[src/rtl/flash_ctrl_pkg.sv]
// Shared types for the flash command sequencer: host op codes, error codes,
// driver operation kinds and the state encodings of both FSMs.
package flash_ctrl_pkg;

    localparam int ADDR_W_DEF = 22;
    localparam int DATA_W_DEF = 16;

    typedef enum logic [1:0] {
        OP_READ    = 2'b00,
        OP_PROGRAM = 2'b01,
        OP_ERASE   = 2'b10,
        OP_RSVD    = 2'b11
    } cmd_op_e;

    localparam logic [1:0] ERR_NONE    = 2'b00;
    localparam logic [1:0] ERR_TIMEOUT = 2'b01;
    localparam logic [1:0] ERR_VERIFY  = 2'b10;
    localparam logic [1:0] ERR_RSVD_OP = 2'b11;

    typedef enum logic [1:0] {
        OPK_READ,
        OPK_WRITE,
        OPK_ERASE
    } op_kind_e;

    typedef enum logic [2:0] {
        IS_IDLE,
        IS_WAIT_ACK,
        IS_WAIT_DONE,
        IS_RD_CAPTURE,
        IS_RD_RELEASE
    } iss_state_e;

    typedef enum logic [2:0] {
        S_IDLE,
        S_WAIT_WDATA,
        S_WAIT_OP,
        S_NEXT,
        S_DONE,
        S_ERR
    } ctrl_state_e;

endpackage

[src/rtl/flash_op_issuer.sv]
// Runs one single-word driver operation (read, write or erase) through the
// driver's enable/busy handshake, with an acknowledge timeout.
module flash_op_issuer
    import flash_ctrl_pkg::*;
#(
    parameter int ADDR_W      = ADDR_W_DEF,
    parameter int DATA_W      = DATA_W_DEF,
    parameter int ACK_TIMEOUT = 255,
    parameter int RELEASE_CYC = 2
) (
    input  logic              clk,
    input  logic              rst_n,
    input  logic              start,
    input  op_kind_e          kind,
    input  logic [ADDR_W-1:0] addr,
    input  logic [DATA_W-1:0] wdata,
    output logic              op_done,
    output logic              op_timeout,
    output logic [DATA_W-1:0] rdata,
    output logic [ADDR_W-1:0] drv_addr,
    output logic [DATA_W-1:0] drv_wdata,
    input  logic [DATA_W-1:0] drv_rdata,
    output logic              drv_en_read,
    output logic              drv_en_erase,
    output logic              drv_en_write,
    input  logic              drv_busy
);

    localparam int TMR_W = (ACK_TIMEOUT > 1) ? $clog2(ACK_TIMEOUT) : 1;
    localparam int REL_W = (RELEASE_CYC > 1) ? $clog2(RELEASE_CYC) : 1;

    iss_state_e        state_q, state_d;
    op_kind_e          kind_q, kind_d;
    logic [ADDR_W-1:0] addr_q, addr_d;
    logic [DATA_W-1:0] wdata_q, wdata_d;
    logic [DATA_W-1:0] rdata_q, rdata_d;
    logic              en_rd_q, en_rd_d;
    logic              en_wr_q, en_wr_d;
    logic              en_er_q, en_er_d;
    logic [TMR_W-1:0]  timer_q, timer_d;
    logic [REL_W-1:0]  rel_q, rel_d;
    logic              done_q, done_d;
    logic              tmo_q, tmo_d;

    always_comb begin
        state_d = state_q;
        kind_d  = kind_q;
        addr_d  = addr_q;
        wdata_d = wdata_q;
        rdata_d = rdata_q;
        en_rd_d = en_rd_q;
        en_wr_d = en_wr_q;
        en_er_d = en_er_q;
        timer_d = timer_q;
        rel_d   = rel_q;
        done_d  = 1'b0;
        tmo_d   = 1'b0;

        unique case (state_q)
            IS_IDLE: begin
                if (start) begin
                    kind_d  = kind;
                    addr_d  = addr;
                    if (kind == OPK_WRITE) begin
                        wdata_d = wdata;
                    end
                    en_rd_d = (kind == OPK_READ);
                    en_wr_d = (kind == OPK_WRITE);
                    en_er_d = (kind == OPK_ERASE);
                    timer_d = '0;
                    state_d = IS_WAIT_ACK;
                end
            end
            IS_WAIT_ACK: begin
                if (drv_busy) begin
                    // Reads keep the enable and address through busy; the
                    // driver only presents data while en_read is still high.
                    en_wr_d = 1'b0;
                    en_er_d = 1'b0;
                    state_d = IS_WAIT_DONE;
                end else if (timer_q == TMR_W'(ACK_TIMEOUT - 1)) begin
                    en_rd_d = 1'b0;
                    en_wr_d = 1'b0;
                    en_er_d = 1'b0;
                    tmo_d   = 1'b1;
                    state_d = IS_IDLE;
                end else begin
                    timer_d = timer_q + TMR_W'(1);
                end
            end
            IS_WAIT_DONE: begin
                if (!drv_busy) begin
                    if (kind_q == OPK_READ) begin
                        state_d = IS_RD_CAPTURE;
                    end else begin
                        done_d  = 1'b1;
                        state_d = IS_IDLE;
                    end
                end
            end
            IS_RD_CAPTURE: begin
                rdata_d = drv_rdata;
                en_rd_d = 1'b0;
                rel_d   = '0;
                if (RELEASE_CYC == 0) begin
                    done_d  = 1'b1;
                    state_d = IS_IDLE;
                end else begin
                    state_d = IS_RD_RELEASE;
                end
            end
            IS_RD_RELEASE: begin
                if (rel_q == REL_W'(RELEASE_CYC - 1)) begin
                    done_d  = 1'b1;
                    state_d = IS_IDLE;
                end else begin
                    rel_d = rel_q + REL_W'(1);
                end
            end
            default: begin
                en_rd_d = 1'b0;
                en_wr_d = 1'b0;
                en_er_d = 1'b0;
                state_d = IS_IDLE;
            end
        endcase
    end

    always_ff @(posedge clk or negedge rst_n) begin
        if (!rst_n) begin
            state_q <= IS_IDLE;
            kind_q  <= OPK_READ;
            addr_q  <= '0;
            wdata_q <= '0;
            rdata_q <= '0;
            en_rd_q <= 1'b0;
            en_wr_q <= 1'b0;
            en_er_q <= 1'b0;
            timer_q <= '0;
            rel_q   <= '0;
            done_q  <= 1'b0;
            tmo_q   <= 1'b0;
        end else begin
            state_q <= state_d;
            kind_q  <= kind_d;
            addr_q  <= addr_d;
            wdata_q <= wdata_d;
            rdata_q <= rdata_d;
            en_rd_q <= en_rd_d;
            en_wr_q <= en_wr_d;
            en_er_q <= en_er_d;
            timer_q <= timer_d;
            rel_q   <= rel_d;
            done_q  <= done_d;
            tmo_q   <= tmo_d;
        end
    end

    assign op_done      = done_q;
    assign op_timeout   = tmo_q;
    assign rdata        = rdata_q;
    assign drv_addr     = addr_q;
    assign drv_wdata    = wdata_q;
    assign drv_en_read  = en_rd_q;
    assign drv_en_write = en_wr_q;
    assign drv_en_erase = en_er_q;

endmodule

[src/rtl/flash_prog_ctrl.sv]
// Command-level flash sequencer: splits host READ/PROGRAM/ERASE commands into
// single-word driver operations, streams data and optionally verifies writes.
module flash_prog_ctrl
    import flash_ctrl_pkg::*;
#(
    parameter int ADDR_W      = ADDR_W_DEF,
    parameter int DATA_W      = DATA_W_DEF,
    parameter int LEN_W       = 16,
    parameter int VERIFY      = 1,
    parameter int ACK_TIMEOUT = 255,
    parameter int RELEASE_CYC = 2
) (
    input  logic              clk,
    input  logic              rst_n,
    input  logic              cmd_valid,
    output logic              cmd_ready,
    input  logic [1:0]        cmd_op,
    input  logic [ADDR_W-1:0] cmd_addr,
    input  logic [LEN_W-1:0]  cmd_len,
    input  logic              wr_valid,
    output logic              wr_ready,
    input  logic [DATA_W-1:0] wr_data,
    output logic              rd_valid,
    output logic [DATA_W-1:0] rd_data,
    output logic              done,
    output logic              error,
    output logic [1:0]        err_code,
    output logic [ADDR_W-1:0] drv_addr,
    output logic [DATA_W-1:0] drv_wdata,
    input  logic [DATA_W-1:0] drv_rdata,
    output logic              drv_en_read,
    output logic              drv_en_erase,
    output logic              drv_en_write,
    input  logic              drv_busy
);

    ctrl_state_e       state_q, state_d;
    cmd_op_e           op_q, op_d;
    logic [ADDR_W-1:0] addr_q, addr_d;
    logic [LEN_W-1:0]  len_q, len_d;
    logic [DATA_W-1:0] wdata_q, wdata_d;
    logic              start_q, start_d;
    op_kind_e          kind_q, kind_d;
    logic              cmd_ready_q, cmd_ready_d;
    logic              wr_ready_q, wr_ready_d;
    logic              rd_valid_q, rd_valid_d;
    logic [DATA_W-1:0] rd_data_q, rd_data_d;
    logic              done_q, done_d;
    logic              error_q, error_d;
    logic [1:0]        err_code_q, err_code_d;

    logic              op_done;
    logic              op_timeout;
    logic [DATA_W-1:0] op_rdata;
    cmd_op_e           cmd_op_in;

    assign cmd_op_in = cmd_op_e'(cmd_op);

    always_comb begin
        state_d     = state_q;
        op_d        = op_q;
        addr_d      = addr_q;
        len_d       = len_q;
        wdata_d     = wdata_q;
        start_d     = 1'b0;
        kind_d      = kind_q;
        cmd_ready_d = cmd_ready_q;
        wr_ready_d  = 1'b0;
        rd_valid_d  = 1'b0;
        rd_data_d   = rd_data_q;
        done_d      = 1'b0;
        error_d     = error_q;
        err_code_d  = err_code_q;

        unique case (state_q)
            S_IDLE: begin
                if (cmd_valid) begin
                    cmd_ready_d = 1'b0;
                    error_d     = 1'b0;
                    err_code_d  = ERR_NONE;
                    op_d        = cmd_op_in;
                    addr_d      = cmd_addr;
                    len_d       = cmd_len;
                    unique case (cmd_op_in)
                        OP_RSVD: begin
                            error_d    = 1'b1;
                            err_code_d = ERR_RSVD_OP;
                            state_d    = S_ERR;
                        end
                        OP_ERASE: begin
                            start_d = 1'b1;
                            kind_d  = OPK_ERASE;
                            state_d = S_WAIT_OP;
                        end
                        default: begin
                            if (cmd_len == '0) begin
                                state_d = S_DONE;
                            end else if (cmd_op_in == OP_PROGRAM) begin
                                state_d = S_WAIT_WDATA;
                            end else begin
                                start_d = 1'b1;
                                kind_d  = OPK_READ;
                                state_d = S_WAIT_OP;
                            end
                        end
                    endcase
                end
            end
            S_WAIT_WDATA: begin
                if (wr_valid) begin
                    wdata_d    = wr_data;
                    wr_ready_d = 1'b1;
                    start_d    = 1'b1;
                    kind_d     = OPK_WRITE;
                    state_d    = S_WAIT_OP;
                end
            end
            S_WAIT_OP: begin
                if (op_timeout) begin
                    error_d    = 1'b1;
                    err_code_d = ERR_TIMEOUT;
                    state_d    = S_ERR;
                end else if (op_done) begin
                    unique case (kind_q)
                        OPK_ERASE: state_d = S_DONE;
                        OPK_WRITE: begin
                            if (VERIFY != 0) begin
                                start_d = 1'b1;
                                kind_d  = OPK_READ;
                            end else begin
                                state_d = S_NEXT;
                            end
                        end
                        default: begin
                            // A read inside PROGRAM is the verify read-back.
                            if (op_q == OP_PROGRAM) begin
                                if (op_rdata != wdata_q) begin
                                    error_d    = 1'b1;
                                    err_code_d = ERR_VERIFY;
                                    state_d    = S_ERR;
                                end else begin
                                    state_d = S_NEXT;
                                end
                            end else begin
                                rd_valid_d = 1'b1;
                                rd_data_d  = op_rdata;
                                state_d    = S_NEXT;
                            end
                        end
                    endcase
                end
            end
            S_NEXT: begin
                addr_d = addr_q + ADDR_W'(1);
                len_d  = len_q - LEN_W'(1);
                if (len_q == LEN_W'(1)) begin
                    state_d = S_DONE;
                end else if (op_q == OP_PROGRAM) begin
                    state_d = S_WAIT_WDATA;
                end else begin
                    start_d = 1'b1;
                    kind_d  = OPK_READ;
                    state_d = S_WAIT_OP;
                end
            end
            S_DONE, S_ERR: begin
                done_d      = 1'b1;
                cmd_ready_d = 1'b1;
                state_d     = S_IDLE;
            end
            default: begin
                cmd_ready_d = 1'b1;
                state_d     = S_IDLE;
            end
        endcase
    end

    always_ff @(posedge clk or negedge rst_n) begin
        if (!rst_n) begin
            state_q     <= S_IDLE;
            op_q        <= OP_READ;
            addr_q      <= '0;
            len_q       <= '0;
            wdata_q     <= '0;
            start_q     <= 1'b0;
            kind_q      <= OPK_READ;
            cmd_ready_q <= 1'b1;
            wr_ready_q  <= 1'b0;
            rd_valid_q  <= 1'b0;
            rd_data_q   <= '0;
            done_q      <= 1'b0;
            error_q     <= 1'b0;
            err_code_q  <= ERR_NONE;
        end else begin
            state_q     <= state_d;
            op_q        <= op_d;
            addr_q      <= addr_d;
            len_q       <= len_d;
            wdata_q     <= wdata_d;
            start_q     <= start_d;
            kind_q      <= kind_d;
            cmd_ready_q <= cmd_ready_d;
            wr_ready_q  <= wr_ready_d;
            rd_valid_q  <= rd_valid_d;
            rd_data_q   <= rd_data_d;
            done_q      <= done_d;
            error_q     <= error_d;
            err_code_q  <= err_code_d;
        end
    end

    flash_op_issuer #(
        .ADDR_W      (ADDR_W),
        .DATA_W      (DATA_W),
        .ACK_TIMEOUT (ACK_TIMEOUT),
        .RELEASE_CYC (RELEASE_CYC)
    ) u_issuer (
        .clk          (clk),
        .rst_n        (rst_n),
        .start        (start_q),
        .kind         (kind_q),
        .addr         (addr_q),
        .wdata        (wdata_q),
        .op_done      (op_done),
        .op_timeout   (op_timeout),
        .rdata        (op_rdata),
        .drv_addr     (drv_addr),
        .drv_wdata    (drv_wdata),
        .drv_rdata    (drv_rdata),
        .drv_en_read  (drv_en_read),
        .drv_en_erase (drv_en_erase),
        .drv_en_write (drv_en_write),
        .drv_busy     (drv_busy)
    );

    assign cmd_ready = cmd_ready_q;
    assign wr_ready  = wr_ready_q;
    assign rd_valid  = rd_valid_q;
    assign rd_data   = rd_data_q;
    assign done      = done_q;
    assign error     = error_q;
    assign err_code  = err_code_q;

endmodule

[config.mk]
export PLATFORM = sky130hd
export DESIGN_NAME = flash_prog_ctrl
export DESIGN_NICKNAME = d
export VERILOG_FILES = /design/src/rtl/flash_ctrl_pkg.sv /design/src/rtl/flash_op_issuer.sv /design/src/rtl/flash_prog_ctrl.sv
export SDC_FILE = /design/constraint.sdc
export NUM_CORES = 1
export LEC_CHECK = 0
export CAP_MARGIN = 10
export CORE_MARGIN = 10
export CORE_UTILIZATION = 30
export CTS_CLUSTER_DIAMETER = 120
export DETAILED_ROUTE_END_ITERATION = 7
export PLACE_DENSITY_LB_ADDON = 0.2
export SLEW_MARGIN = 20
export SYNTH_ARGS = -nofsm -noshare
export SYNTH_HDL_FRONTEND = slang
export SYNTH_SLANG_ARGS = --single-unit
[constraint.sdc]
create_clock -name clk -period 6.8 [get_ports clk]
set_input_delay 1.7 -clock clk [delete_from_list [all_inputs] [get_ports clk]]
set_output_delay 1.7 -clock clk [all_outputs]
set_load 0.02 [all_outputs]
==> results of run 1 <==
[placed cells by master, fill, tap and decap left out, types with 8 or more instances in the layout]
cell type and instances:
sky130_fd_sc_hd__a211oi_1 9, sky130_fd_sc_hd__a21oi_1 23, sky130_fd_sc_hd__a311oi_1 8, sky130_fd_sc_hd__and3_1 9, sky130_fd_sc_hd__clkbuf_16 17, sky130_fd_sc_hd__clkdlybuf4s50_1 139
sky130_fd_sc_hd__dfrtp_1 157, sky130_fd_sc_hd__ha_1 8, sky130_fd_sc_hd__inv_1 13, sky130_fd_sc_hd__mux2_2 72, sky130_fd_sc_hd__nand2_1 105, sky130_fd_sc_hd__nand3_1 12
sky130_fd_sc_hd__nand4_1 10, sky130_fd_sc_hd__nor2_1 45, sky130_fd_sc_hd__nor3_1 14, sky130_fd_sc_hd__nor4_1 8, sky130_fd_sc_hd__o21ai_0 23, sky130_fd_sc_hd__o311ai_0 8
sky130_fd_sc_hd__xnor2_1 20
[worst paths after layout]
| check | start | to | slack [ns] |
|---|---|---|---|
| hold reg to reg | op_q[1] | op_q[1] | 0.48 |
| min in group asynchronous | rst_n | rd_data[13] | 1.22 |
| max in group asynchronous | rst_n | len_q[5] | 4.38 |
| setup / recovery | cmd_valid | len_q[7] | 3.18 |
| setup reg to reg | len_q[0] | len_q[10] | 4.19 |
| hold / removal | op_q[1] | op_q[1] | 0.48 |
[through the flow]
step / setup slack, ns / hold slack, ns / utilization
6_report: 3.18 / 0.479 / 0.397
5_1_grt: 3.05 / 0.508 / 0.397
3_3_place_gp: 2.80 / 0.458 / 0.372
4_1_cts: 3.20 / 0.485 / 0.397
3_5_place_dp: 2.75 / 0.461 / 0.372
2_1_floorplan: 3.61 / 0.437 / -
[sequential cells by signal, indices dropped and copies added (netlist names), 2 cells and up]
register	cells
u_issuer.kind_q	2
kind_q	2
u_issuer.drv_wdata	16
rd_data	16
len_q	16
u_issuer.state_q	3
wdata_q	16
state_q	3
op_q	2
addr_q	22
err_code	2
u_issuer.rdata	16
u_issuer.drv_addr	22
u_issuer.timer_q	8
[final cells by class]
class | count | area, um2
inverter | 14 | 52.6
timing repair buffer | 146 | 1450
clock buffer | 17 | 425
fill | 2362 | 14600
tap | 324 | 405
multi-input combinational | 471 | 3140
clock inverter | 15 | 165
sequential | 158 | 3960
[critical path, delay by kind of cell]
family	cells	cell delay, ns
buffers and inverters	1	0.48
AO/OA/AOI/OAI	1	0.29
AND/OR/NAND/NOR	4	1.45
[power by group through the flow]
stage	clock (mW)	sequential, mW	combinational [mW]
global route	1.02	1.83	1.96
floorplan	0	1.83	1.04
CTS	0.981	1.76	1.80
detailed placement	0	1.77	1.79
finish	0.952	1.75	1.77
global placement	0	1.77	1.78
[metal layers]
| metal | up-vias | share of wire | global-route usage | wire (um) |
|---|---|---|---|---|
| li1 | 2714 | - | - | - |
| met3 | 15 | 0.079 | 0.0525 | 1570 |
| met5 | - | 0 | 0 | 0 |
| met1 | 2737 | 0.44 | 0.161 | 8790 |
| met4 | 0 | 0.0096 | 0.0378 | 190 |
| met2 | 151 | 0.47 | 0.202 | 9270 |
[logic make-up (layout without fill, tap and decap cells)]
group                    count (synthesis)  after routing  synth area share
XOR/XNOR                                21             21            0.0251
multiplexers                            74             74             0.114
AND/OR/NAND/NOR                        247            247             0.162
buffers and inverters                   46            192            0.0308
flip-flops                             158            158             0.540
adder cells (fa/ha/maj)                  8              8            0.0137
AO/OA/AOI/OAI                          121            121             0.115
==> out/summary.json, run 1 <==
{
  "outcome": {"value": "completed"},
  "track_usage": {"value": 0.130},
  "hold_path.class": {"value": "reg2reg"},
  "synth-edff-count": {"value": 0},
  "antennaDiodeCount": {"value": 0},
  "initial_antenna_violation_count": {"value": 0},
  "drive_above_1_share": {"value": 0.152},
  "fin_nets": {"value": 893},
  "ctsRootBufferMaster": {"value": "sky130_fd_sc_hd__clkbuf_16"},
  "reg2reg_depth": {"value": 8},
  "critical-path-slowest-cell": {"value": "sky130_fd_sc_hd__nand2_1"},
  "cp_cell_sequence": {"value": "clkdlybuf4s50_1 > nor2b_1 > nand2_1 > nand2_1 > nand2_1 > a221o_1"},
  "htree_num_levels": {"value": 4},
  "wirelength": {"value": 19800, "unit": "um"},
  "post_cts_buffers": {"value": 0},
  "worstMarginPinSlew": {"value": 1.09, "unit": "ns"},
  "floorplan.io_pins": {"value": 141},
  "post_cts_resized": {"value": 0},
  "min_tclk_post_route": {"value": 3.62, "unit": "ns"},
  "stdcell_area": {"value": 9590, "unit": "um2"},
  "yosysWarnings": {"value": 0},
  "setup_violations": {"value": 0},
  "clk_latency": {"value": 0.43, "unit": "ns"},
  "remaining_drc_errors": {"value": 0},
  "timing.final.max_slew_violations": {"value": 0},
  "cts.hold.buffers_added": {"value": 0},
  "fin_cells": {"value": 1145},
  "fp.coreArea": {"value": 24200, "unit": "um2"},
  "fmax": {"value": 276, "unit": "MHz"},
  "detailedRoute.firstPassIterationCount": {"value": 5},
  "netlist-cell-type-count": {"value": 65},
  "cts_tree": {"value": "yes"},
  "clock_input_transition_at_the_sequential_cells_of_the_worst_setup_and_hold_paths": {"value": 0.07, "unit": "ns"},
  "arrival": {"value": 3.93, "unit": "ns"},
  "dp_hpwl": {"value": 14300, "unit": "um"},
  "synthDominantAreaCellType": {"value": "sky130_fd_sc_hd__dfrtp_1"},
  "port_buffers": {"value": 140},
  "crit_end_element": {"value": "register"},
  "placement_rows": {"value": 57},
  "ys_async_sr_fraction": {"value": 1.00},
  "pwr-share-seq": {"value": 0.392},
  "die_height": {"value": 176, "unit": "um"},
  "via_count_of_the_first_global_routing_pass": {"value": 5803},
  "final.setup.tns": {"value": 0, "unit": "ns"},
  "p_sw_frac": {"value": 0.387},
  "total_congestion_overflow": {"value": 0},
  "power_leakage": {"value": 3.99, "unit": "nW"},
  "fp.dieArea": {"value": 31000, "unit": "um2"},
  "place.detailed.instances": {"value": 1113},
  "wl_per_cell": {"value": 17.3, "unit": "um"},
  "routed-via-count": {"value": 5617},
  "finalHoldViolCount": {"value": 0},
  "die_width": {"value": 176, "unit": "um"},
  "cts-buffers-inserted": {"value": 17},
  "grt_first_pass_wirelength": {"value": 32300, "unit": "um"},
  "crit_path_start_kind": {"value": "input pin"},
  "synth.top_cells.by_area": {"value": "sky130_fd_sc_hd__dfrtp_1 (54%), sky130_fd_sc_hd__mux2_2 (11%), sky130_fd_sc_hd__nand2_1 (5.4%)"},
  "clockPowerShare": {"value": 0.213},
  "internal-power": {"value": 2.74, "unit": "mW"},
  "total_power": {"value": 4.47, "unit": "mW"},
  "synth.ff_latch_count": {"value": 158},
  "max-vdd-ir-drop": {"value": 0.000209, "unit": "V"},
  "fin_worst_skew": {"value": 0.0219, "unit": "ns"},
  "timing.max_slew.rel_slack": {"value": 0.272},
  "cap_violations": {"value": 0},
  "power_switching": {"value": 1.73, "unit": "mW"},
  "post_synth_instance_area": {"value": 7320, "unit": "um2"},
  "initial_utilization": {"value": 0.303},
  "critical_path.max_fanout": {"value": 29},
  "critical-path-top-cell-by-count": {"value": "sky130_fd_sc_hd__nand2_1"},
  "clock_sinks": {"value": 158},
  "detailedRoute.firstIterationViolations": {"value": 364},
  "timing.critical_path.slowest_cell_delay": {"value": 0.66, "unit": "ns"},
  "synthCells": {"value": 675},
  "pin_count_of_the_biggest_net_entering_global_routing": {"value": 61},
  "share_comb_of_total_power": {"value": 0.395},
  "setup_repair_after_global_routing_missed_its_margin": {"value": "false"},
  "flow.area_growth_from_synthesis": {"value": 31.1, "unit": "%"},
  "netlist.area_leader.share": {"value": 0.537},
  "max_buffers_root_to_sink": {"value": 2},
  "routabilityCongestion": {"value": 0.782},
  "timing_worst_setup_path_type": {"value": "in2reg"},
  "detail_route.vias_per_cell": {"value": 4.91},
  "synth_area_per_cell": {"value": 10.8, "unit": "um2"},
  "synth_ff_type": {"value": "sky130_fd_sc_hd__dfrtp_1"},
  "critical_path_required": {"value": 7.11, "unit": "ns"},
  "period_utilisation_layout": {"value": 0.532},
  "most_common_cell_in_the_synthesized_netlist": {"value": "sky130_fd_sc_hd__dfrtp_1"},
  "cell_depth_of_the_worst_min_delay_path": {"value": 2},
  "ant_nets": {"value": 0},
  "net_count_of_the_mapped_netlist": {"value": 760},
  "power_per_cell_area": {"value": 466, "unit": "nW/um2"},
  "seq_area_frac_synth": {"value": 0.540},
  "synth_top_cells_by_count": {"value": "sky130_fd_sc_hd__dfrtp_1 (157), sky130_fd_sc_hd__nand2_1 (105), sky130_fd_sc_hd__mux2_2 (72)"},
  "post_dp_cell_area": {"value": 9000, "unit": "um2"}
}
Note: power is estimated with default switching activity, not from simulation.
==> run 2: changes to the inputs <==
==> constraint.sdc (replaced) <==
create_clock -name clk -period 3.5 [get_ports clk]
set_input_delay 0.875 -clock clk [delete_from_list [all_inputs] [get_ports clk]]
set_output_delay 0.875 -clock clk [all_outputs]
set_load 0.02 [all_outputs]
==> run 2 against run 1 <==
Net effect:
- sequential share of layout area decreased by 0.39 points
- die area unchanged
- wire length rose by 0.28%
- non-clock buffer count up 6
- global-route usage increased by 0.25 points
- cell count rose by 0.52%
- critical path type unchanged
- worst hold slack worse by 0.0060 ns
- combinational power increased by 97%
- cell area grew 0.97%
- critical path depth is 1 higher
- highest routed layer unchanged
- sequential power up 94%
==> out/summary.json, run 2 (synthesis gave the netlist of run 1 again) <==
{
  "fill_cells": {"value": 2359, "change": "-0.13%"},
  "max_buffers_root_to_sink": {"value": 2, "change": "unchanged"},
  "post_cts_buffers": {"value": 0, "change": "unchanged"},
  "final_cell_mix": {"value": "sky130_fd_sc_hd__dfrtp_1 (157), sky130_fd_sc_hd__clkdlybuf4s50_1 (139), sky130_fd_sc_hd__nand2_1 (105)"},
  "cts.hold.buffers_added": {"value": 0, "change": "unchanged"},
  "remaining_drc_errors": {"value": 0, "change": "unchanged"},
  "fin_cells": {"value": 1151, "change": "+0.52%"},
  "clock_sinks": {"value": 158, "change": "unchanged"},
  "fp.dieArea": {"value": 31000, "unit": "um2", "change": "unchanged"},
  "cts_tree": {"value": "yes"},
  "crit_path_start_kind": {"value": "input pin"},
  "timing.final.max_slew_violations": {"value": 0, "change": "unchanged"},
  "timing.max_slew.rel_slack": {"value": 0.325, "change": "+0.0528"},
  "routabilityCongestion": {"value": 0.791, "change": "+1.2%"},
  "die_width": {"value": 176, "unit": "um", "change": "unchanged"},
  "cap_violations": {"value": 0, "change": "unchanged"},
  "worstMarginPinSlew": {"value": 1.00, "unit": "ns", "change": "-0.0859 ns"},
  "hp-start": {"value": "op_q[1]"},
  "detail_route.vias_per_cell": {"value": 4.82, "change": "-1.7%"},
  "stdcell_area": {"value": 9690, "unit": "um2", "change": "+0.97%"},
  "outcome": {"value": "completed"},
  "pwr-share-seq": {"value": 0.389, "change": "-0.003"},
  "clock_input_transition_at_the_sequential_cells_of_the_worst_setup_and_hold_paths": {"value": 0.06, "unit": "ns", "change": "about the same"},
  "crit_end_element": {"value": "register"},
  "finalHoldViolCount": {"value": 0, "change": "unchanged"},
  "most_common_library_cell_in_the_layout_ignoring_fill_and_taps": {"value": "sky130_fd_sc_hd__dfrtp_1"},
  "placement_rows": {"value": 57, "change": "unchanged"},
  "cp_cell_sequence": {"value": "clkdlybuf4s50_1 > nor4_1 > nand4_1 > or4_1 > nor2b_1 > a211o_1 > mux2i_1"},
  "cp_top_delay_family": {"value": "simple AND/OR/NAND/NOR gates"},
  "floorplan.io_pins": {"value": 141, "change": "unchanged"},
  "via_count_of_the_first_global_routing_pass": {"value": 5833, "change": "+0.52%"},
  "wirelength": {"value": 19900, "unit": "um", "change": "+0.28%"},
  "detailedRoute.firstIterationViolations": {"value": 423, "change": "+16%"},
  "critical_path.max_fanout": {"value": 4, "change": "-86%"},
  "fmax": {"value": 377, "unit": "MHz"},
  "cts-buffers-inserted": {"value": 17, "change": "unchanged"},
  "setup_repair_after_global_routing_missed_its_margin": {"value": "false"},
  "post_dp_cell_area": {"value": 9090, "unit": "um2", "change": "+0.92%"},
  "fp.coreArea": {"value": 24200, "unit": "um2", "change": "unchanged"},
  "die_height": {"value": 176, "unit": "um", "change": "unchanged"},
  "critical-path-slowest-cell": {"value": "sky130_fd_sc_hd__or4_1"},
  "fin_nets": {"value": 899, "change": "+0.67%"},
  "power_per_cell_area": {"value": 902, "unit": "nW/um2", "change": "+94%"},
  "min_tclk_post_route": {"value": 2.65, "unit": "ns"},
  "post_cts_resized": {"value": 0, "change": "unchanged"},
  "initial_antenna_violation_count": {"value": 0, "change": "unchanged"},
  "ant_nets": {"value": 0, "change": "unchanged"},
  "dp_hpwl": {"value": 14400, "unit": "um", "change": "+0.65%"},
  "arrival": {"value": 2.94, "unit": "ns", "change": "-0.99 ns"},
  "seq_area": {"value": 3960, "unit": "um2", "change": "unchanged"},
  "p_sw_frac": {"value": 0.388, "change": "+0.000921"},
  "timing_worst_setup_path_type": {"value": "in2reg"},
  "hold_path.class": {"value": "reg2reg"},
  "total_congestion_overflow": {"value": 0, "change": "unchanged"},
  "timing.critical_path.slowest_cell_delay": {"value": 0.49, "unit": "ns", "change": "-0.17 ns"},
  "antennaDiodeCount": {"value": 0, "change": "unchanged"},
  "setup_violations": {"value": 0, "change": "unchanged"},
  "final.setup.tns": {"value": 0, "unit": "ns", "change": "unchanged"},
  "critical_path_required": {"value": 3.79, "unit": "ns", "change": "-3.32 ns"},
  "wl_per_cell": {"value": 17.3, "unit": "um", "change": "-0.24%"},
  "share_comb_of_total_power": {"value": 0.399, "change": "+0.004"},
  "htree_num_levels": {"value": 4, "change": "unchanged"},
  "flow.area_growth_from_synthesis": {"value": 32.4, "unit": "%"},
  "drive_above_1_share": {"value": 0.158, "change": "+0.00615"},
  "grt_first_pass_wirelength": {"value": 32900, "unit": "um", "change": "+2.1%"},
  "detailedRoute.firstPassIterationCount": {"value": 4, "change": "-1"},
  "max-vdd-ir-drop": {"value": 0.000340, "unit": "V", "change": "+62%"},
  "place.detailed.instances": {"value": 1119, "change": "+0.54%"},
  "track_usage": {"value": 0.132, "change": "+0.00251"},
  "routed-via-count": {"value": 5550, "change": "-1.2%"},
  "internal-power": {"value": 5.35, "unit": "mW", "change": "+95%"},
  "period_utilisation_layout": {"value": 0.758},
  "timing.rr.start": {"value": "wdata_q[6]"},
  "initial_utilization": {"value": 0.303, "change": "unchanged"},
  "clk_latency": {"value": 0.43, "unit": "ns", "change": "about the same"},
  "critical_path.n_buffers_inverters": {"value": 1, "change": "unchanged"},
  "fin_worst_skew": {"value": 0.0158, "unit": "ns", "change": "-0.00611 ns"},
  "clockPowerShare": {"value": 0.212, "change": "about the same"},
  "multiInputGateArea": {"value": 3140, "unit": "um2", "change": "unchanged"},
  "power_switching": {"value": 3.39, "unit": "mW", "change": "+96%"},
  "setup.worst_path.start": {"value": "cmd_op[1]"},
  "pin_count_of_the_biggest_net_entering_global_routing": {"value": 82, "change": "+34%"},
  "port_buffers": {"value": 140, "change": "unchanged"},
  "ctsRootBufferMaster": {"value": "sky130_fd_sc_hd__clkbuf_16"},
  "power_leakage": {"value": 4.03, "unit": "nW", "change": "+0.86%"}
}
run 2: final cells by class:
class | count | share of cell area
inverter | 14 | 0.00542
sequential | 158 | 0.408
tap | 324 | 0.0418
clock inverter | 15 | 0.0181
clock buffer | 17 | 0.0439
multi-input combinational | 471 | 0.324
timing repair buffer | 152 | 0.158
run 2: final timing paths:
| check | to | slack (ns) | cells past startpoint |
|---|---|---|---|
| max | kind_q[1] | 0.85 | 7 |
| min | op_q[1] | 0.47 | 2 |
| max reg2reg | state_q[1] | 0.90 | 6 |
| min reg2reg | op_q[1] | 0.47 | 2 |
| max in group asynchronous | cmd_ready | 2.28 | 2 |
| min in group asynchronous | u_issuer.drv_wdata[9] | 0.49 | 1 |
run 2: power by group through the flow:
| stage | clock network [mW] | registers [mW] | logic (mW) |
|---|---|---|---|
| after CTS | 1.91 | 3.41 | 3.56 |
| final | 1.85 | 3.40 | 3.49 |
| after detailed placement | 0 | 3.43 | 3.53 |
| after global routing | 2.00 | 3.54 | 3.87 |
| after global placement | 0 | 3.43 | 3.52 |
| after floorplan | 0 | 3.55 | 2.02 |
run 2: layer usage:
layer / vias up / part of all wire / routed length (um) / global-route usage
met1: 2699 / 0.47 / 9300 / 0.170
li1: 2720 / - / - / -
met5: - / 0 / 0 / 0
met3: 12 / 0.070 / 1390 / 0.0543
met2: 119 / 0.45 / 9020 / 0.203
met4: 0 / 0.0083 / 165 / 0.0307
run 2: stage by stage:
step | power [mW] | utilization | hold WS (ns) | worst slack [ns]
2_1_floorplan | 5.57 | - | 0.437 | 1.06
3_3_place_gp | 6.95 | 0.376 | 0.456 | 0.422
3_5_place_dp | 6.96 | 0.376 | 0.458 | 0.438
4_1_cts | 8.87 | 0.401 | 0.474 | 0.856
5_1_grt | 9.41 | 0.401 | 0.509 | 0.768
6_report | 8.74 | 0.401 | 0.473 | 0.847
run 2: tightest hold or removal path: stages (launching register included):
cell and delay (ns):
sky130_fd_sc_hd__dfrtp_1 0.34, sky130_fd_sc_hd__nand2_1 0.05, sky130_fd_sc_hd__nand2_1 0.06
==> run 3: changes to the inputs <==
==> constraint.sdc (replaced) <==
create_clock -name clk -period 2.4 [get_ports clk]
set_input_delay 0.6 -clock clk [delete_from_list [all_inputs] [get_ports clk]]
set_output_delay 0.6 -clock clk [all_outputs]
set_load 0.02 [all_outputs]
==> run 3 against run 2 <==
Net effect:
- wire length is 4.2% higher
- first-iteration DRC count is 21% lower
- critical path type is now reg2reg
- cell count is 3.3% higher
- utilization is 1.5 points higher
- largest power group unchanged
- non-clock buffer count is 38 higher
- sequential share of layout area is 1.5 points lower
- critical path depth stayed put
- highest routed layer unchanged
- clock-buffer cell count stayed put
- register-to-register slack worse by 0.85 ns
==> out/summary.json, run 3 (synthesis gave the netlist of run 1 again) <==
{
  "die_height": {"value": 176, "unit": "um", "change": "unchanged"},
  "total_congestion_overflow": {"value": 0, "change": "unchanged"},
  "floorplan.io_pins": {"value": 141, "change": "unchanged"},
  "pin_count_of_the_biggest_net_entering_global_routing": {"value": 57, "change": "-30%"},
  "ctsRootBufferMaster": {"value": "sky130_fd_sc_hd__clkbuf_16"},
  "crit_end_element": {"value": "register"},
  "met2WireLength": {"value": 9610, "unit": "um", "change": "+6.6%"},
  "outcome": {"value": "completed"},
  "detail_route.vias_per_cell": {"value": 4.86, "change": "+0.69%"},
  "fin_worst_skew": {"value": 0.0241, "unit": "ns", "change": "+0.00833 ns"},
  "die_width": {"value": 176, "unit": "um", "change": "unchanged"},
  "drive_above_1_share": {"value": 0.202, "change": "+0.0439"},
  "cts_tree": {"value": "yes"},
  "placement_rows": {"value": 57, "change": "unchanged"},
  "critical_path_required": {"value": 2.71, "unit": "ns", "change": "-1.08 ns"},
  "fp.dieArea": {"value": 31000, "unit": "um2", "change": "unchanged"},
  "fmax": {"value": 426, "unit": "MHz"},
  "hold_path.class": {"value": "reg2reg"},
  "power_per_cell_area": {"value": 1310, "unit": "nW/um2", "change": "+45%"},
  "timing.final.max_slew_violations": {"value": 0, "change": "unchanged"},
  "power_leakage": {"value": 4.23, "unit": "nW", "change": "+5.1%"},
  "fp.coreArea": {"value": 24200, "unit": "um2", "change": "unchanged"},
  "arrival": {"value": 2.66, "unit": "ns", "change": "-0.28 ns"},
  "clock_input_transition_at_the_sequential_cells_of_the_worst_setup_and_hold_paths": {"value": 0.07, "unit": "ns", "change": "about the same"},
  "critical_path.max_fanout": {"value": 4, "change": "unchanged"},
  "final_cell_mix": {"value": "sky130_fd_sc_hd__dfrtp_1 (157), sky130_fd_sc_hd__clkdlybuf4s50_1 (139), sky130_fd_sc_hd__nand2_1 (105)"},
  "period_utilisation_layout": {"value": 0.979},
  "min_tclk_post_route": {"value": 2.35, "unit": "ns"},
  "cap_violations": {"value": 0, "change": "unchanged"},
  "max-vdd-ir-drop": {"value": 0.000663, "unit": "V", "change": "+95%"},
  "setup_violations": {"value": 0, "change": "unchanged"},
  "dp_hpwl": {"value": 14900, "unit": "um", "change": "+3.6%"},
  "htree_num_levels": {"value": 4, "change": "unchanged"},
  "internal-power": {"value": 8.09, "unit": "mW", "change": "+51%"},
  "cts-buffers-inserted": {"value": 17, "change": "unchanged"},
  "pwr-share-seq": {"value": 0.373, "change": "-0.016"},
  "wl_per_cell": {"value": 17.4, "unit": "um", "change": "+0.88%"},
  "wirelength_met1": {"value": 9390, "unit": "um", "change": "+1.0%"},
  "initial_utilization": {"value": 0.303, "change": "unchanged"},
  "power_switching": {"value": 5.07, "unit": "mW", "change": "+50%"},
  "wirelength": {"value": 20700, "unit": "um", "change": "+4.2%"},
  "initial_antenna_violation_count": {"value": 0, "change": "unchanged"},
  "routed-via-count": {"value": 5773, "change": "+4.0%"},
  "crit_path_start_kind": {"value": "register"},
  "finalHoldViolCount": {"value": 0, "change": "unchanged"},
  "timing_worst_setup_path_type": {"value": "reg2reg"},
  "detailedRoute.firstPassIterationCount": {"value": 7, "change": "+3"},
  "final.setup.worst_slack": {"value": 0.0508, "unit": "ns", "change": "-0.797 ns"},
  "port_buffers": {"value": 140, "change": "unchanged"},
  "fin_nets": {"value": 937, "change": "+4.2%"},
  "share_comb_of_total_power": {"value": 0.412, "change": "+0.013"},
  "remaining_drc_errors": {"value": 0, "change": "unchanged"},
  "timing.max_slew.rel_slack": {"value": 0.636, "change": "+0.311"},
  "max_buffers_root_to_sink": {"value": 2, "change": "unchanged"},
  "grt_first_pass_wirelength": {"value": 34200, "unit": "um", "change": "+3.7%"},
  "highest_layer": {"value": "met4"},
  "most_common_library_cell_in_the_layout_ignoring_fill_and_taps": {"value": "sky130_fd_sc_hd__dfrtp_1"},
  "worstMarginPinSlew": {"value": 0.531, "unit": "ns", "change": "-0.472 ns"},
  "clock_sinks": {"value": 158, "change": "unchanged"},
  "utilization": {"value": 0.416, "change": "+0.0154"},
  "p_sw_frac": {"value": 0.385, "change": "-0.00255"},
  "routabilityCongestion": {"value": 0.801, "change": "+1.3%"},
  "detailedRoute.firstIterationViolations": {"value": 334, "change": "-21%"},
  "flow.area_growth_from_synthesis": {"value": 37.5, "unit": "%"},
  "pre_cts_slack": {"value": -0.360, "unit": "ns", "change": "-0.799 ns"},
  "ant_nets": {"value": 0, "change": "unchanged"},
  "track_usage": {"value": 0.137, "change": "+0.00521"},
  "setup_repair_after_global_routing_missed_its_margin": {"value": "true"},
  "clockPowerShare": {"value": 0.215, "change": "+0.003"},
  "antennaDiodeCount": {"value": 0, "change": "unchanged"},
  "via_count_of_the_first_global_routing_pass": {"value": 6177, "change": "+5.9%"},
  "wl_met3": {"value": 1480, "unit": "um", "change": "+6.3%"},
  "clk_latency": {"value": 0.44, "unit": "ns", "change": "about the same"},
  "total_power": {"value": 13.2, "unit": "mW", "change": "+51%"}
}
run 3: cell types whose count changed in the layout (fill, tap and decap cells not counted), moves of 2 or more:
cell                         delta
sky130_fd_sc_hd__inv_2          +2
sky130_fd_sc_hd__inv_1          -2
sky130_fd_sc_hd__clkinvlp_4     -2
sky130_fd_sc_hd__inv_8          -2
sky130_fd_sc_hd__buf_12         +2
sky130_fd_sc_hd__buf_4         +35
run 3: metrics by stage:
| stage | hold slack, ns | TNS [ns] | std cells | area (um2) |
|---|---|---|---|---|
| finish | 0.474 | 0 | 1189 | 10100 |
| CTS | 0.480 | 0 | 1188 | 10000 |
| global route | 0.509 | -0.0415 | 1189 | 10100 |
| floorplan | 0.304 | -0.0314 | 675 | 7320 |
| global placement | 0.457 | -1.70 | 1155 | 9380 |
| detailed placement | 0.462 | -1.57 | 1155 | 9380 |
run 3: path summary, 6_finish.rpt:
check | start | to | slack [ns] | cells past startpoint
min in group asynchronous | rst_n | wdata_q[13] | 0.56 | 2
min reg2reg | rd_data[12] | rd_data[12] | 0.47 | 2
max reg2reg | len_q[0] | len_q[12] | 0.05 | 7
min | rd_data[12] | rd_data[12] | 0.47 | 2
max in group asynchronous | rst_n | u_issuer.rel_q | 1.14 | 3
max | len_q[0] | len_q[12] | 0.05 | 7
run 3: cell type report:
class / count / area, um2
Tap cell: 324 / 405
Sequential cell: 158 / 3960
Clock buffer: 17 / 425
Inverter: 14 / 52.6
Fill cell: 2342 / 14100
Timing Repair Buffer: 190 / 1840
Multi-Input combinational cell: 471 / 3180
Clock inverter: 15 / 201
run 3: timing repair:
item	4_1_cts	5_1_grt
hold buffers	1	0
endpoints found under the setup margin	2	3
gates resized for setup	1	6
setup buffers	0	1
endpoints found under the hold margin	11	0
run 3: critical path, cell delays in order, from the launching register on:
cell and delay, ns:
sky130_fd_sc_hd__dfrtp_1 0.38, sky130_fd_sc_hd__inv_2 0.08, sky130_fd_sc_hd__ha_4 0.13, sky130_fd_sc_hd__or3b_4 0.37, sky130_fd_sc_hd__or3_4 0.33, sky130_fd_sc_hd__or3_4 0.36
sky130_fd_sc_hd__o311a_1 0.33, sky130_fd_sc_hd__a221o_1 0.26
run 3: power groups by stage:
stage | combinational (mW) | clock [mW] | sequential (mW)
floorplan | 2.94 | 0 | 5.18
global placement | 5.40 | 0 | 4.95
detailed placement | 5.45 | 0 | 4.94
CTS | 5.48 | 2.91 | 4.92
global route | 6.01 | 3.00 | 5.11
finish | 5.42 | 2.83 | 4.91
run 3: per-layer routing:
metal  GRT usage  vias to the layer above
met5           0                        -
met1       0.173                     2824
met3      0.0496                       17
li1            -                     2797
met4      0.0434                        0
met2       0.215                      135
